[config.mk]
export PLATFORM = sky130hd
export DESIGN_NAME = pipe_scroller
export DESIGN_NICKNAME = d
export VERILOG_FILES = /design/src/rtl/pipe_scroller.sv
export SDC_FILE = /design/constraint.sdc
export NUM_CORES = 1
export LEC_CHECK = 0
export ABC_AREA = 1
export BUFFER_PORTS_ARGS = -buffer_cell sky130_fd_sc_hd__buf_2
export CORE_AREA = 4 4 126 128
export CTS_CLUSTER_SIZE = 20
export DETAILED_ROUTE_END_ITERATION = 10
export DIE_AREA = 0 0 130 132
export PLACE_DENSITY = 0.53
export SYNTH_ARGS = -nofsm -noshare
export SYNTH_HDL_FRONTEND = slang
export SYNTH_SLANG_ARGS = --single-unit
[constraint.sdc]
create_clock -name CLOCK_50 -period 2.7 [get_ports CLOCK_50]
set_input_delay 0.135 -clock CLOCK_50 [delete_from_list [all_inputs] [get_ports CLOCK_50]]
set_output_delay 0.135 -clock CLOCK_50 [all_outputs]
set_load 0.02 [all_outputs]
[src/rtl/pipe_scroller.sv]
// pipe_scroller
//   Generates and scrolls the three pipe obstacles of the playfield, counts
//   pipes that pass the box column as the score, and freezes everything when
//   the collision detector reports a hit.
//
//   Handshake: there is no valid/ready pairing here. start is a level whose
//   rising edge (start & ~start_q) is the only event consumed; collided is a
//   level sampled every cycle while in RUN.
//
//   Ports
//     CLOCK_50             in   system clock
//     reset                in   asynchronous, active-high reset
//     start                in   level from key; rising edge starts/restarts
//     collided             in   collision flag from the collision detector
//     pipe_x1..pipe_x3     out  8-bit pipe columns
//     pipe_y1..pipe_y3     out  7-bit gap top rows (gap spans y..y+30)
//     score                out  pipes passed, saturating at 255
//     running              out  high in RUN
//     state_dbg            out  FSM state (0 IDLE, 1 RUN, 2 HALT)
//
//   Optional feature macro: SPEEDUP_EN
//     Defined: the scroll period shrinks by TICK_DIV/16 per 8 points of
//     score, floored at TICK_DIV/4; the period is recomputed on each wrap.
//     Undefined: the scroll period is fixed at TICK_DIV.

module pipe_scroller #(
  parameter int SPACING  = 56,
  parameter int TICK_DIV = 833333,
  parameter int Y_MIN    = 10,
  parameter int BOX_X    = 4
) (
  input  logic       CLOCK_50,
  input  logic       reset,
  input  logic       start,
  input  logic       collided,
  output logic [7:0] pipe_x1,
  output logic [7:0] pipe_x2,
  output logic [7:0] pipe_x3,
  output logic [6:0] pipe_y1,
  output logic [6:0] pipe_y2,
  output logic [6:0] pipe_y3,
  output logic [7:0] score,
  output logic       running,
  output logic [1:0] state_dbg
);

  localparam int CNT_W = (TICK_DIV > 1) ? $clog2(TICK_DIV) : 1;

  localparam logic [CNT_W-1:0] TERM      = CNT_W'(TICK_DIV - 1);
  localparam logic [7:0]       INIT_X1   = 8'(2 * SPACING);
  localparam logic [7:0]       INIT_X2   = 8'(3 * SPACING);
  localparam logic [7:0]       INIT_X3   = 8'(4 * SPACING);
  localparam logic [7:0]       RELOAD_X  = 8'(3 * SPACING);
  localparam logic [6:0]       INIT_Y    = 7'(Y_MIN + 32);
  localparam logic [7:0]       BOX_COL   = 8'(BOX_X);
  localparam logic [7:0]       LFSR_SEED = 8'hA5;

  typedef enum logic [1:0] {
    ST_IDLE = 2'd0,
    ST_RUN  = 2'd1,
    ST_HALT = 2'd2
  } state_t;

  state_t           state_q, state_d;
  logic [7:0]       lfsr_q, lfsr_d;
  logic             start_q, start_d;
  logic [CNT_W-1:0] cnt_q, cnt_d;
  logic [2:0][7:0]  x_q, x_d;
  logic [2:0][6:0]  y_q, y_d;
  logic [7:0]       score_q, score_d;

  logic             start_edge;
  logic             step;
  logic             hit;
  logic [6:0]       reload_y;
  logic [CNT_W-1:0] period_m1;

`ifdef SPEEDUP_EN
  localparam int FLOOR_P = (TICK_DIV / 4 > 0) ? (TICK_DIV / 4) : 1;

  logic [CNT_W-1:0] period_m1_q, period_m1_d;
  int               period_calc;

  assign period_m1 = period_m1_q;
`else
  assign period_m1 = TERM;
`endif

  assign start_edge = start & ~start_q;
  // Gap top is Y_MIN plus the low six LFSR bits, so it never exceeds Y_MIN+63.
  assign reload_y   = 7'(Y_MIN) + {1'b0, lfsr_q[5:0]};

  always_comb begin
    // Fibonacci taps for x^8+x^6+x^5+x^4+1; the nonzero seed keeps it off zero.
    lfsr_d    = {lfsr_q[6:0], lfsr_q[7] ^ lfsr_q[5] ^ lfsr_q[4] ^ lfsr_q[3]};
    start_d   = start;
    state_d   = state_q;
    cnt_d     = cnt_q;
    x_d       = x_q;
    y_d       = y_q;
    score_d   = score_q;
    step      = 1'b0;
    hit       = 1'b0;
`ifdef SPEEDUP_EN
    period_m1_d = period_m1_q;
    period_calc = 0;
`endif

    case (state_q)
      ST_IDLE: begin
        if (start_edge) begin
          state_d = ST_RUN;
          cnt_d   = '0;
        end
      end

      ST_RUN: begin
        // Collision wins over a coincident tick so the pipes stay put.
        if (collided) begin
          state_d = ST_HALT;
        end else if (cnt_q >= period_m1) begin
          // ">=" also catches a period that shrank below the current count.
          cnt_d = '0;
          step  = 1'b1;
        end else begin
          cnt_d = cnt_q + 1'b1;
        end
      end

      ST_HALT: begin
        if (start_edge) begin
          state_d = ST_RUN;
          cnt_d   = '0;
          score_d = '0;
          x_d[0]  = INIT_X1;
          x_d[1]  = INIT_X2;
          x_d[2]  = INIT_X3;
          y_d[0]  = INIT_Y;
          y_d[1]  = INIT_Y;
          y_d[2]  = INIT_Y;
`ifdef SPEEDUP_EN
          period_m1_d = TERM;
`endif
        end
      end

      default: begin
        state_d = ST_IDLE;
      end
    endcase

    if (step) begin
      for (int i = 0; i < 3; i++) begin
        if (x_q[i] == BOX_COL) begin
          hit = 1'b1;
        end
        if (x_q[i] == 8'd0) begin
          x_d[i] = RELOAD_X;
          y_d[i] = reload_y;
        end else begin
          x_d[i] = x_q[i] - 8'd1;
        end
      end
      if (hit && (score_q != 8'hFF)) begin
        score_d = score_q + 8'd1;
      end
`ifdef SPEEDUP_EN
      period_calc = TICK_DIV - int'({27'd0, score_q[7:3]}) * (TICK_DIV / 16);
      if (period_calc < FLOOR_P) begin
        period_calc = FLOOR_P;
      end
      period_m1_d = CNT_W'(period_calc - 1);
`endif
    end
  end

  always_ff @(posedge CLOCK_50 or posedge reset) begin
    if (reset) begin
      state_q <= ST_IDLE;
      lfsr_q  <= LFSR_SEED;
      start_q <= 1'b0;
      cnt_q   <= '0;
      x_q[0]  <= INIT_X1;
      x_q[1]  <= INIT_X2;
      x_q[2]  <= INIT_X3;
      y_q[0]  <= INIT_Y;
      y_q[1]  <= INIT_Y;
      y_q[2]  <= INIT_Y;
      score_q <= '0;
    end else begin
      state_q <= state_d;
      lfsr_q  <= lfsr_d;
      start_q <= start_d;
      cnt_q   <= cnt_d;
      x_q     <= x_d;
      y_q     <= y_d;
      score_q <= score_d;
    end
  end

`ifdef SPEEDUP_EN
  always_ff @(posedge CLOCK_50 or posedge reset) begin
    if (reset) begin
      period_m1_q <= TERM;
    end else begin
      period_m1_q <= period_m1_d;
    end
  end
`endif

  assign pipe_x1   = x_q[0];
  assign pipe_x2   = x_q[1];
  assign pipe_x3   = x_q[2];
  assign pipe_y1   = y_q[0];
  assign pipe_y2   = y_q[1];
  assign pipe_y3   = y_q[2];
  assign score     = score_q;
  assign running   = (state_q == ST_RUN);
  assign state_dbg = state_q;

endmodule
# Yosys cells after proc, flatten, opt, wreduce, memory -nomap -nowiden
# Cells that the tools add are included.
[op_classes]
add_sub_neg = 6
magnitude_cmp = 1
eq_ne = 9
muxes = 30
bitwise = 5
n_reduce_logical = 12
[op_table]
columns = ["cell", "n"]
rows = [
  ["$mux W24", 3],
  ["$mux W21", 3],
  ["$mux W20", 3],
  ["$mux W8", 7],
  ["$pmux W20 S2", 1],
  ["$eq A8 B3 Y1 const B", 3],
  ["$logic_not A8 Y1", 3],
  ["$sub A8 B1 Y8 const B", 3],
  ["$mux W7", 3],
  ["$add A20 B1 Y20 const B", 1],
  ["$ge A20 B20 Y1 const B", 1],
  ["$add A8 B1 Y8 const B", 1],
  ["$ne A8 B8 Y1 const B", 1],
  ["$add A4 B6 Y7 const A", 1],
  ["$mux W1", 7],
  ["$reduce_bool A2 Y1", 3],
  ["$mux W2", 2],
  ["$ne A2 B2 Y1 const B", 2],
  ["$pmux W2 S2", 1],
  ["$reduce_and A2 Y1", 2],
  ["$reduce_and A3 Y1", 1],
  ["$xor A1 B1 Y1", 3],
  ["$eq A2 B1 Y1 const B", 1],
  ["$eq A2 B2 Y1 const B", 1],
  ["6 further kinds", 6],
]
[word_totals]
regBits = 84
in_bits = 4
output_inout_bits = 56
wordCells = 74

# Logic depth before layout (Yosys ltp)
[logic_depth]
word_depth = 8
ltp_mapped = 11
depth_no_buf = 11

# Worst setup path after synthesis
# No wires, ideal clock.
[synth_timing]
kind = "reg2reg"
from = "register x_q (netlist bit pipe_x3[0])"
to = "register y_q (netlist bit pipe_y3[5])"
setup_ps = 60
t_arrival_ps = 1553
required_time_ps = 2640
path_slack_ps = 1087
stages_incl_launch_ff = 10
n_path_buf = 1
synth_period_minus_slack_ps = 1613
cell_sequence = "dfrtp_1 > inv_1 > ha_1 > nand2_1 > nor2_2 > inv_2 > buf_2 > o21ai_0 > nand2_1 > nand2_1"
[synth_rtl]
columns = ["element", "line_no", "rtl"]
rows = [
  ["from (decl)", "68", "logic [2:0][7:0] x_q, x_d;"],
  ["to (signal assigned)", "196", "y_q <= y_d;"],
  ["to (decl)", "69", "logic [2:0][6:0] y_q, y_d;"],
]

==> flow_metrics.py <==
metrics = {
    "outcome": {
        "outcome": "complete, but fails checks",
        "failed_checks": "hold timing",
    },
    "finish": {
        "seq_area_um2": 2130,
        "nFillCells": 1545,
        "syn_to_final_growth_pct": 16.24,
        "antenna_cells": 0,
        "multi_input_area_um2": 2509,
        "drive_gt1_share_pct": 17.38,
        "postLayoutCoreUtil_pct": 39.45,
        "stdcell_area_um2": 5864,
        "nets": 780,
    },
    "floorplanning": {
        "die_w_um": 130,
        "dieArea_um2": 17160,
        "std_cell_rows": 45,
        "ios": 60,
        "die_h_um": 132,
        "start_util_pct": 33.94,
        "core_area_um2": 14860,
    },
    "yosys": {
        "synth_top_area_share_pct": 30.75,
        "synth_warnings": 0,
        "ys_ff_latch": 84,
        "ys.flop_type": "dfrtp_1",
        "syn_inst": 710,
        "ys_top_cells_by_count": "234 x nand2_1, 100 x nand3_1, 77 x nor2_1, 65 x inv_1, 62 x dfrtp_1",
        "ys_top_cells_by_area": "dfrtp_1 31%, nand2_1 17%, dfstp_2 11%",
        "synth_edf_count": 0,
        "yosysSeqAreaShare_pct": 42.21,
        "synth_cell_types": 29,
        "synth_most_common_cell": "nand2_1",
        "synthArstFlopShare_pct": 100.0,
        "synth.avg_cell_area_um2": 7.105,
        "syn-cell-area_um2": 5045,
        "syn-num-nets": 724,
        "yosysTopAreaCell": "dfrtp_1",
    },
    "global_routing": {
        "grt_pass1_wl_um": 21940,
        "grt-ovfl-total": 0,
        "antenna_found_initial": 0,
        "grt_max_degree": 51,
        "grt_pass1_vias": 4548,
        "grt_usage_pct": 15.78,
    },
    "power_and_ir_drop": {
        "total_leakage_power_nw": 3.201,
        "p_per_area_nw_per_um2": 806.7,
        "ir_drop_uv": 335.7,
        "power_mw": 4.731,
    },
    "clock_tree": {
        "postCtsSetupRepairBufs": 0,
        "path_clk_slew_ps": 70,
        "worstSkewPairLatency_ps": 350,
        "clk_path_buf_depth": 2,
        "cts_buffers": 9,
        "ctsResizeCount": 0,
        "cts_hold_buf": 1,
        "clock-sinks": 84,
        "cts_tree": "built",
        "htree_levels": 3,
        "cts_root_buf": "clkbuf_16",
    },
    "detailed_routing": {
        "wl_um": 13040,
        "wl_per_cell_um": 13.59,
        "antenna_left": 0,
        "viasPerCell": 4.845,
        "drc": 0,
        "num_vias": 4646,
        "first_iter_violations": 279,
        "firstDrtPassIters": 5,
    },
    "run": {
        "drv_cap": 0,
    },
    "sta": {
        "hold_viol": 41,
        "slew_headroom_pct": 35.40,
        "final.period_utilization_pct": 75.51,
        "finalCriticalPeriod_ps": 2039,
        "fin_setup_tns_ps": 0,
        "fmax_mhz": 490.5,
        "slew_viol_final": 0,
        "rsz0062_at_grt": "no",
        "clock_skew_ps": 9.557,
        "setup_violations": 0,
        "fin_hold_ws_ps": -14.54,
        "worst_pin_slew_ps": 969.0,
    },
    "worst_setup_path": {
        "worstPathCellList": "nand2_1 > inv_2 > nand2_1 > nor2_2 > nand3_2 > nand2_4 > nand2_4 > buf_4 > nand3_1 > nand2_1",
        "critPathMostFrequentCell": "nand2_1",
        "required_ps": 2920,
        "reg2reg_depth": 10,
        "critPathMaxFanout": 33,
        "cp-startpoint": "cnt_q[12]",
        "cp_data_arrival_time_ps": 2260,
        "critPathLaunchType": "flop",
        "r2r_start": "cnt_q[12]",
        "endpoint_kind": "flop",
        "r2r_setup_slack_ps": 660,
        "reg2reg_to": "pipe_y3[0]",
        "slowest_stage": "dfrtp_1",
        "path_class": "flop to flop",
        "critical_path.max_stage_delay_ps": 430,
    },
    "placed_design": {
        "gp_congestion": 0.8535,
        "numPortBuffers": 59,
        "dp_hpwl_um": 9140,
        "placed_cell_area_um2": 5518,
    },
    "min_path": {
        "min_path_type": "primary input to asynchronous set/reset pin",
    },
}
==> where the power goes <==
group	switching (mW)	leakage [nW]	internal, mW	total [mW]
combinational	1.05	1.95	0.528	1.57
sequential	0.226	1.09	1.54	1.77
clock	0.505	0.169	0.883	1.39
==> metrics by stage <==
stage | setup WS (ps) | cells
5_1_grt | 509.4 | 959
6_report | 661.3 | 959
3_3_place_gp | 757.7 | 942
3_5_place_dp | 710.4 | 942
4_1_cts | 687.1 | 959
2_1_floorplan | 436.3 | 710
==> flip-flops by register name (all words and copies together) (netlist names) <==
register / cells
pipe_y2: 7
state_dbg: 2
cnt_q: 20
pipe_y1: 7
score: 8
start_q: 1
pipe_x2: 8
lfsr_q: 8
pipe_y3: 7
pipe_x1: 8
pipe_x3: 8
==> logic make-up after synthesis <==
logic type	count (synthesis)	synth area share [%]
AOI/OAI and AO/OA	42	4.390
xor gates and xnor gates	25	4.340
adders and majority gates	10	2.480
buffers and inverters	97	8.061
DFF	84	42.21
and+or+nand+nor	452	38.52
==> per-layer routing <==
layer / routed length, µm / share of wire [%] / GRT usage (%)
met1: 6061 / 46 / 20.71
met2: 6137 / 47 / 25.62
met3: 634 / 4.9 / 3.120
met4: 203 / 1.6 / 5.947
met5: 0 / 0 / 0
==> placed cells by master (no fill, tap or decap), drive strengths merged <==
cell         Yosys  layout
a21boi           1       1
dlygate4sd3      0       1
a21o             1       1
buf             19      65
nand3          104     104
a22o             1       1
clkinv           0       3
nand2          237     237
xnor2            4       4
or2              9       9
xor2            21      21
nor3             5       5
nor2            80      80
nand4           17      17
inv             76      75
clkbuf           2      12
dfstp           22      22
o21ai           33      33
ha              10      10
dfrtp           62      62
bufinv           0       2
a21oi            5       5
o211ai           1       1
==> area by class of cell <==
cell class                 instances  area share, %
inverter                          76          4.971
clock buffer                      12          4.544
timing repair buffer              66          6.187
tap                              188          4.011
multi-input combinational        529          42.78
clock inverter                     4          1.195
sequential                        84          36.31
==> critical path: cells and delay by family (launching register included) <==
kind,cells,cell delay (ps)
buffers and inverters,2,420
DFF,1,430
and+or+nand+nor,8,1050
==> how the worst max path moves through the flow <==
stage	to	slack (ps)
global route	cnt_q[15]	510
floorplan	cnt_q[0]	440
detailed placement	pipe_y2[6]	710
global placement	pipe_y2[0]	760
CTS	pipe_y3[0]	690
finish	pipe_y3[0]	660
Power figures use the tool's default switching activity.
